[config.mk]
export PLATFORM = sky130hd
export DESIGN_NAME = fetch_pc_stage
export DESIGN_NICKNAME = d
export VERILOG_FILES = /design/src/rtl/mips_pkg.sv /design/src/rtl/sat_counter.sv /design/src/rtl/fetch_pc_stage.sv
export SDC_FILE = /design/constraint.sdc
export NUM_CORES = 1
export LEC_CHECK = 0
export CORE_AREA = 8 8 123 125
export CTS_CLUSTER_DIAMETER = 150
export DETAILED_ROUTE_END_ITERATION = 16
export DIE_AREA = 0 0 131 133
export GPL_TIMING_DRIVEN = 0
export PLACE_DENSITY = 0.7
export SYNTH_ARGS = -nofsm -noshare
export SYNTH_HDL_FRONTEND = slang
export SYNTH_SLANG_ARGS = --single-unit
[constraint.sdc]
create_clock -name clk -period 1.78 [get_ports clk]
set_input_delay 0.356 -clock clk [delete_from_list [all_inputs] [get_ports clk]]
set_output_delay 0.356 -clock clk [all_outputs]
set_load 0.05 [all_outputs]
[src/rtl/mips_pkg.sv]
// ---------------------------------------------------------------------------
// mips_pkg
// Shared constants for the fetch stage.
//   PC_WIDTH : default fetch address width in bits
//   PC_RESET : default fetch address loaded on reset
//   PC_INC   : sequential increment between consecutive fetches
// ---------------------------------------------------------------------------
package mips_pkg;

    localparam int          PC_WIDTH = 32;
    localparam logic [31:0] PC_RESET = 32'h00400020;
    localparam int          PC_INC   = 4;

endpackage : mips_pkg

[src/rtl/sat_counter.sv]
// ---------------------------------------------------------------------------
// sat_counter
// Saturating up-counter. It clears on reset. It increments on each cycle
// with inc=1 and then holds at all-ones.
// Ports:
//   clk   : clock, all updates on posedge
//   reset : synchronous active-high clear
//   inc   : count this cycle
//   count : registered count value (W bits)
// ---------------------------------------------------------------------------
module sat_counter #(
    parameter int W = 16
) (
    input  logic         clk,
    input  logic         reset,
    input  logic         inc,
    output logic [W-1:0] count
);

    always_ff @(posedge clk) begin
        if (reset) begin
            count <= '0;
        end else if (inc && (count != '1)) begin
            count <= count + 1'b1;
        end
    end

endmodule : sat_counter

[src/rtl/fetch_pc_stage.sv]
// ---------------------------------------------------------------------------
// fetch_pc_stage
// Fetch-stage PC register. It supports reset to a programmable vector, true
// stall (hold), flush as a bubble, and branch/jump redirect. A redirect that
// arrives while stalled is buffered and applied on the first unstalled cycle.
// A saturating counter records the number of stall cycles for performance
// debug.
// Ports:
//   clk            : clock, all updates on posedge
//   reset          : synchronous active-high reset
//   stall          : 1 = hold current PC
//   flush          : 1 = bubble (valid_out low next cycle)
//   redirect_valid : branch/jump taken this cycle
//   redirect_pc    : redirect target, loaded verbatim (no alignment check)
//   pc_out         : registered current fetch address
//   pc_plus_out    : pc_out + INC, combinational, wraps modulo 2^WIDTH
//   valid_out      : registered; 1 = pc_out is a live fetch
//   pend_out       : registered; 1 = a redirect is buffered
//   stall_cycles   : registered saturating count of stall cycles
//
// Output qualification: valid_out is a pure valid with no ready. The consumer
// must accept every cycle. pc_out is meaningful only when valid_out=1.
// ---------------------------------------------------------------------------
module fetch_pc_stage
    import mips_pkg::*;
#(
    parameter int               WIDTH    = PC_WIDTH,
    parameter logic [WIDTH-1:0] RESET_PC = WIDTH'(PC_RESET),
    parameter int               INC      = PC_INC,
    parameter int               CNT_W    = 16
) (
    input  logic             clk,
    input  logic             reset,
    input  logic             stall,
    input  logic             flush,
    input  logic             redirect_valid,
    input  logic [WIDTH-1:0] redirect_pc,
    output logic [WIDTH-1:0] pc_out,
    output logic [WIDTH-1:0] pc_plus_out,
    output logic             valid_out,
    output logic             pend_out,
    output logic [CNT_W-1:0] stall_cycles
);

    logic [WIDTH-1:0] pc;
    logic             valid;
    logic             pend_valid;
    logic [WIDTH-1:0] pend_pc;

    // The branches below are in priority order. Flush takes precedence over
    // stall, so a flush cycle always drops any buffered redirect.
    always_ff @(posedge clk) begin
        if (reset) begin
            pc         <= RESET_PC;
            valid      <= 1'b1;
            pend_valid <= 1'b0;
            pend_pc    <= '0;
        end else if (flush) begin
            valid      <= 1'b0;
            pend_valid <= 1'b0;
        end else if (stall) begin
            // Newest redirect overwrites any older buffered one.
            if (redirect_valid) begin
                pend_valid <= 1'b1;
                pend_pc    <= redirect_pc;
            end
        end else if (redirect_valid) begin
            // A live redirect beats a buffered one.
            pc         <= redirect_pc;
            valid      <= 1'b1;
            pend_valid <= 1'b0;
        end else if (pend_valid) begin
            pc         <= pend_pc;
            valid      <= 1'b1;
            pend_valid <= 1'b0;
        end else begin
            pc    <= pc + WIDTH'(INC);
            valid <= 1'b1;
        end
    end

    // Stall cycles count independently of flush.
    sat_counter #(
        .W(CNT_W)
    ) u_stall_cnt (
        .clk   (clk),
        .reset (reset),
        .inc   (stall),
        .count (stall_cycles)
    );

    assign pc_out      = pc;
    assign pc_plus_out = pc + WIDTH'(INC);
    assign valid_out   = valid;
    assign pend_out    = pend_valid;

endmodule : fetch_pc_stage

# Word level (Yosys, flattened, before mapping)
# Cells that the tools add are included.
dict set report totals {
  ff_bits 82
  elab_cells 19
  input_bits 37
}
dict set report classes {
  n_addsub 2
  mux 4
  bitwise 2
  eq_ne 2
  n_reduce_logical 4
}
# op n
set op_table {}
lappend op_table {{32-bit two-way mux} 2}
lappend op_table {{32-bit by 3-bit adder with 32-bit output, second input constant} 1}
lappend op_table {{16-bit by 1-bit adder with 16-bit output, second input constant} 1}
lappend op_table {{16-bit != test, second input constant} 1}
lappend op_table {{3-bit AND reduction} 1}
lappend op_table {{3-bit OR reduction} 1}
lappend op_table {{1-bit two-way mux} 2}
lappend op_table {{2-bit by 1-bit != test with 1-bit output, second input constant} 1}
lappend op_table {{1-bit NOT} 2}
lappend op_table {{2-bit AND reduction} 1}
lappend op_table {{1-bit logical AND} 1}

# Depth between registers and ports, before layout
dict set report depth {
  word_depth 3
  depth_mapped 8
}

# By module
# Synthesis repeated with hierarchy kept, for this count alone.
dict set report unflattened {
  hier_cells 596
  hier_area_um2 4606.9
}
# mod seq_area_each_um2 area_each_um2 cells_each instances
set by_module_without_submodules {}
lappend by_module_without_submodules {fetch_pc_stage 1321.3 3758.6 497 1}
lappend by_module_without_submodules {sat_counter 320.3 848.3 99 1}

# Worst setup path before layout
# Ideal clock, no wire load.
dict set report synth_path {
  path_type {reg2out}
  start {reg pc[2] (netlist: pc_out[2])}
  end {out pc_plus_out[24]}
  path_stages_with_launch 6
  arrival_time_ps 2622
  setup_slack_ps -1198
  path_cell_list {dfxtp_1 > ha_1 > nand3_1 > nor3_4 > nand4_1 > xnor2_1}
}
dict set report synth_between {
  elab_chain_len 1
}
# element line_no
set synth_lines {}
lappend synth_lines {{start, declared} fetch_pc_stage.sv:45} ;# logic [WIDTH-1:0] pc;
lappend synth_lines {{start signal, assigned} fetch_pc_stage.sv:69} ;# pc <= redirect_pc;
lappend synth_lines {{start signal, assigned} fetch_pc_stage.sv:73} ;# pc <= pend_pc;
lappend synth_lines {{start signal, assigned} fetch_pc_stage.sv:77} ;# pc <= pc + WIDTH'(INC);
lappend synth_lines {{32-bit by 3-bit adder with 32-bit output} fetch_pc_stage.sv:93} ;# assign pc_plus_out = pc + WIDTH'(INC);
lappend synth_lines {{end, declared} fetch_pc_stage.sv:39} ;# output logic [WIDTH-1:0] pc_plus_out,
# No other way between the ends.

# Final worst setup path
dict set report layout_path {
  start {reg pc[7] (netlist: pc_out[7])}
  end {out pc_plus_out[29]}
}
# Same word-level chain as after synthesis.

==> impl_metrics.py <==
metrics = {
    "global_route": {
        "grt-ovfl-total": 0,
        "antenna_found_initial": 0,
        "grt_pass1_vias": 5453,
        "grt_max_degree": 14,
        "grt_usage_pct": 21.3,
        "grt_pass1_wl_um": 29100,
    },
    "setup_path": {
        "cpMaxStageDelayCell": "dfxtp_4",
        "crit_family": "simple AND/OR/NAND/NOR gates",
        "crit_path_max_fanout": 4,
        "path_buf_inv": 3,
        "max_stage_delay_ns": 0.40,
        "end_kind": "output pin",
        "cp_common_cell": "buf_6",
        "crit_start": "pc_out[7]",
        "worst_ep_arrival_time_ns": 2.07,
        "start_kind": "register",
        "critical_path.endpoint": "pc_plus_out[29]",
        "reg2reg_depth": 12,
        "r2r_setup_slack_ns": -0.51,
        "path_class": "register to output pin",
        "r2r-end": "pc_out[28]",
        "r2r-start": "pc_out[18]",
        "critPathRequiredTime_ns": 1.42,
        "cp_num_cells": 7,
        "crit_chain": "nand4_4 > buf_4 > nor3_4 > nand4_1 > buf_6 > xnor2_4 > buf_6",
    },
    "finish": {
        "fin_area_um2": 8240,
        "fillers": 977,
        "nets": 854,
        "stdcell_count": 996,
        "drive_gt1_share_pct": 38.7,
        "num_antenna_cells": 0,
        "area_growth_pct": 83.5,
    },
    "sta": {
        "slew_violations": 0,
        "fin_crit_sh_pct": 136,
        "final-setup-viol-count": 47,
        "fin_skew_ns": 0.00707,
        "worst_slack_ns": -0.647,
        "tightest_slew_ns": 0.804,
        "max_freq_mhz": 412,
        "tns_ns": -15.95,
        "holdWs_ns": 0.459,
        "rsz0062_at_grt": "true",
        "finalHoldViolCount": 0,
        "maxSlewHeadroom_pct": 46.4,
        "min_period_ns": 2.43,
    },
    "drt": {
        "via_count": 5890,
        "dr.pass1.iters": 5,
        "antenna_left": 0,
        "wl_um": 21300,
        "avgViaCountPerCell": 5.91,
        "wl_per_cell_um": 21.4,
        "first_iter_violations": 832,
        "remaining_drc_errors": 0,
    },
    "logic_synthesis": {
        "yosysWarningCount": 0,
        "yosys.area.top_type": "dfxtp_1",
        "synth_top_family_by_area": "simple AND/OR/NAND/NOR gates",
        "synth_simple_gate_area_share_pct": 27.5,
        "synth_fp_nets": 618,
        "synth_top_area_share_pct": 36.6,
        "synth_edf_count": 0,
        "yosysSeqAreaShare_pct": 36.6,
        "synthCells": 579,
        "synth_cell_type_count": 59,
        "yosys_most_used_dff": "dfxtp_1",
        "yosys-mux-area-fraction_pct": 1.14,
        "synth.area.top_cells": "dfxtp_1, nand2_1, a21oi_1, xnor2_1, nor2_1",
        "synth_adder_area_share_pct": 0.558,
        "synth_compound_area_share_pct": 21.7,
        "syn_area_per_cell_um2": 7.75,
        "async_reset_ff_share_pct": 0,
        "synth_area_um2": 4490,
        "ys_ff_latch": 82,
        "synthXorXnorAreaFrac_pct": 7.61,
    },
    "placement": {
        "port_buffers": 116,
        "place_inst": 871,
        "dp_hpwl_um": 12900,
        "dpl-instance-area_um2": 6490,
        "place_congestion": 0.907,
    },
    "floorplan": {
        "die_w_um": 131,
        "core_um2": 13100,
        "rows": 42,
        "fp.dieH_um": 133,
        "pin_count": 119,
        "initial_utilization_pct": 34.3,
        "die_area_um2": 17400,
    },
    "run_status": {
        "violations": "negative setup slack",
        "status": "finished with violations",
    },
    "power": {
        "vdd_drop_max_uv": 450,
        "p_leak_uw": 0.00337,
        "pwr_density_cell_nw_per_um2": 605,
    },
    "hold_path": {
        "hold_class": "register to register",
    },
    "clocking": {
        "cts_tree": "built",
        "cts_sinks": 82,
        "clk_pin_slew_ns": 0.06,
        "cts_buffer_depth": 2,
        "cts_buffers": 9,
        "clk_latency_ns": 0.34,
        "h-tree-depth": 3,
        "clockRootBuffer": "clkbuf_16",
    },
    "flow_run": {
        "drv_cap": 0,
    },
}
## routing by layer
metal,GRT usage (%),vias to the layer above,wire (um)
li1,-,2571,-
met1,24.2,2755,7570
met2,34.5,445,9950
met3,7.51,119,2530
met4,10.5,0,1230
met5,0,-,0
## cell families (layout without fill, tap and decap cells)
logic type | Yosys count | in the layout
adder cells (fa/ha/maj) | 2 | 2
flip-flops | 82 | 82
AO/OA/AOI/OAI | 154 | 154
AND/OR/NAND/NOR | 243 | 243
buffers and inverters | 54 | 295
multiplexers | 5 | 5
XOR/XNOR | 39 | 39
## sequential cells by signal, summed over array words and instances, names as in the netlist
register,count
valid_out,1
u_stall_cnt.count,16
pend_out,1
pc_out,32
pend_pc,32
## power breakdown
group	leakage (uW)	switching, uW	internal (uW)
sequential	0.000691	99.6	1890
clock	0.000140	760	1080
combinational	0.00254	715	437
total	0.00337	1570	3410
## final cells by class
| class | instances | area, um2 | area share, % |
|---|---|---|---|
| Clock inverter | 4 | 45.0 | 0.547 |
| Sequential cell | 82 | 1750 | 21.3 |
| Multi-Input combinational cell | 443 | 3550 | 43.1 |
| Buffer | 38 | 209 | 2.54 |
| Tap cell | 176 | 220 | 2.67 |
| Timing Repair Buffer | 229 | 2170 | 26.4 |
| Clock buffer | 12 | 236 | 2.87 |
| Inverter | 12 | 50.0 | 0.608 |
## synthesized netlist by cell type (10+ instances only)
cell      instances
a21oi_1          64
and3_1           14
clkbuf_1         35
dfxtp_1          82
inv_1            10
nand2_1          99
nand3_1          21
nand4_1          13
nor2_1           40
nor3_1           10
nor4_1           10
o21ai_0          25
xnor2_1          27
xor2_1           12
## what timing repair did
action,CTS,global route
hold buffers,0,0
buffers inserted,68,47
pin swaps,35,46
endpoints found under the setup margin,147,85
gates resized for setup,353,74
cloned,1,0
## placed cells by master, fill, tap and decap left out, types with 5 or more instances in the layout
cell	Yosys	routed
dfxtp_1	82	43
buf_6	0	71
clkbuf_16	0	9
buf_4	3	72
nor3_1	10	5
a21oi_1	64	62
o21ai_0	25	22
xor2_4	0	5
inv_1	10	9
clkdlybuf4s50_1	0	32
xnor2_4	0	20
nor3_4	3	6
nand2_1	99	95
dlygate4sd2_1	0	42
xor2_1	12	7
nor2_1	40	35
nand3_4	0	11
dfxtp_4	0	25
xnor2_1	27	5
o31a_1	8	8
clkbuf_1	35	17
a22oi_1	9	8
dfxtp_2	0	14
and3_1	14	10
clkbuf_2	0	17
nand3_1	21	10
clkdlybuf4s15_1	0	7
nor4_1	10	6
nand4_1	13	13
o211ai_1	9	9
## stage by stage
stage	power, uW	util (%)	worst slack [ns]
after global placement	3000	49.6	-1.18
after CTS	4880	58.3	-0.611
after floorplan	2640	-	-0.357
after global routing	5120	62.9	-0.706
after detailed placement	3020	49.6	-1.22
final	4980	62.9	-0.647
## worst min-delay path, delay by kind of cell, from the launching register on
kind            cells  cell delay, ns
flops               1            0.31
simple gates        1            0.05
compound gates      1            0.05
## worst min path at each step
stage                      from          end  cells past startpoint
floorplan                 flush     pend_out                      1
global placement     pend_pc[6]   pend_pc[6]                      2
detailed placement   pend_pc[6]   pend_pc[6]                      2
CTS                  pend_pc[6]   pend_pc[6]                      2
global route        pend_pc[30]  pend_pc[30]                      2
finish              pend_pc[27]  pend_pc[27]                      2
(Power assumes the default switching activity.)
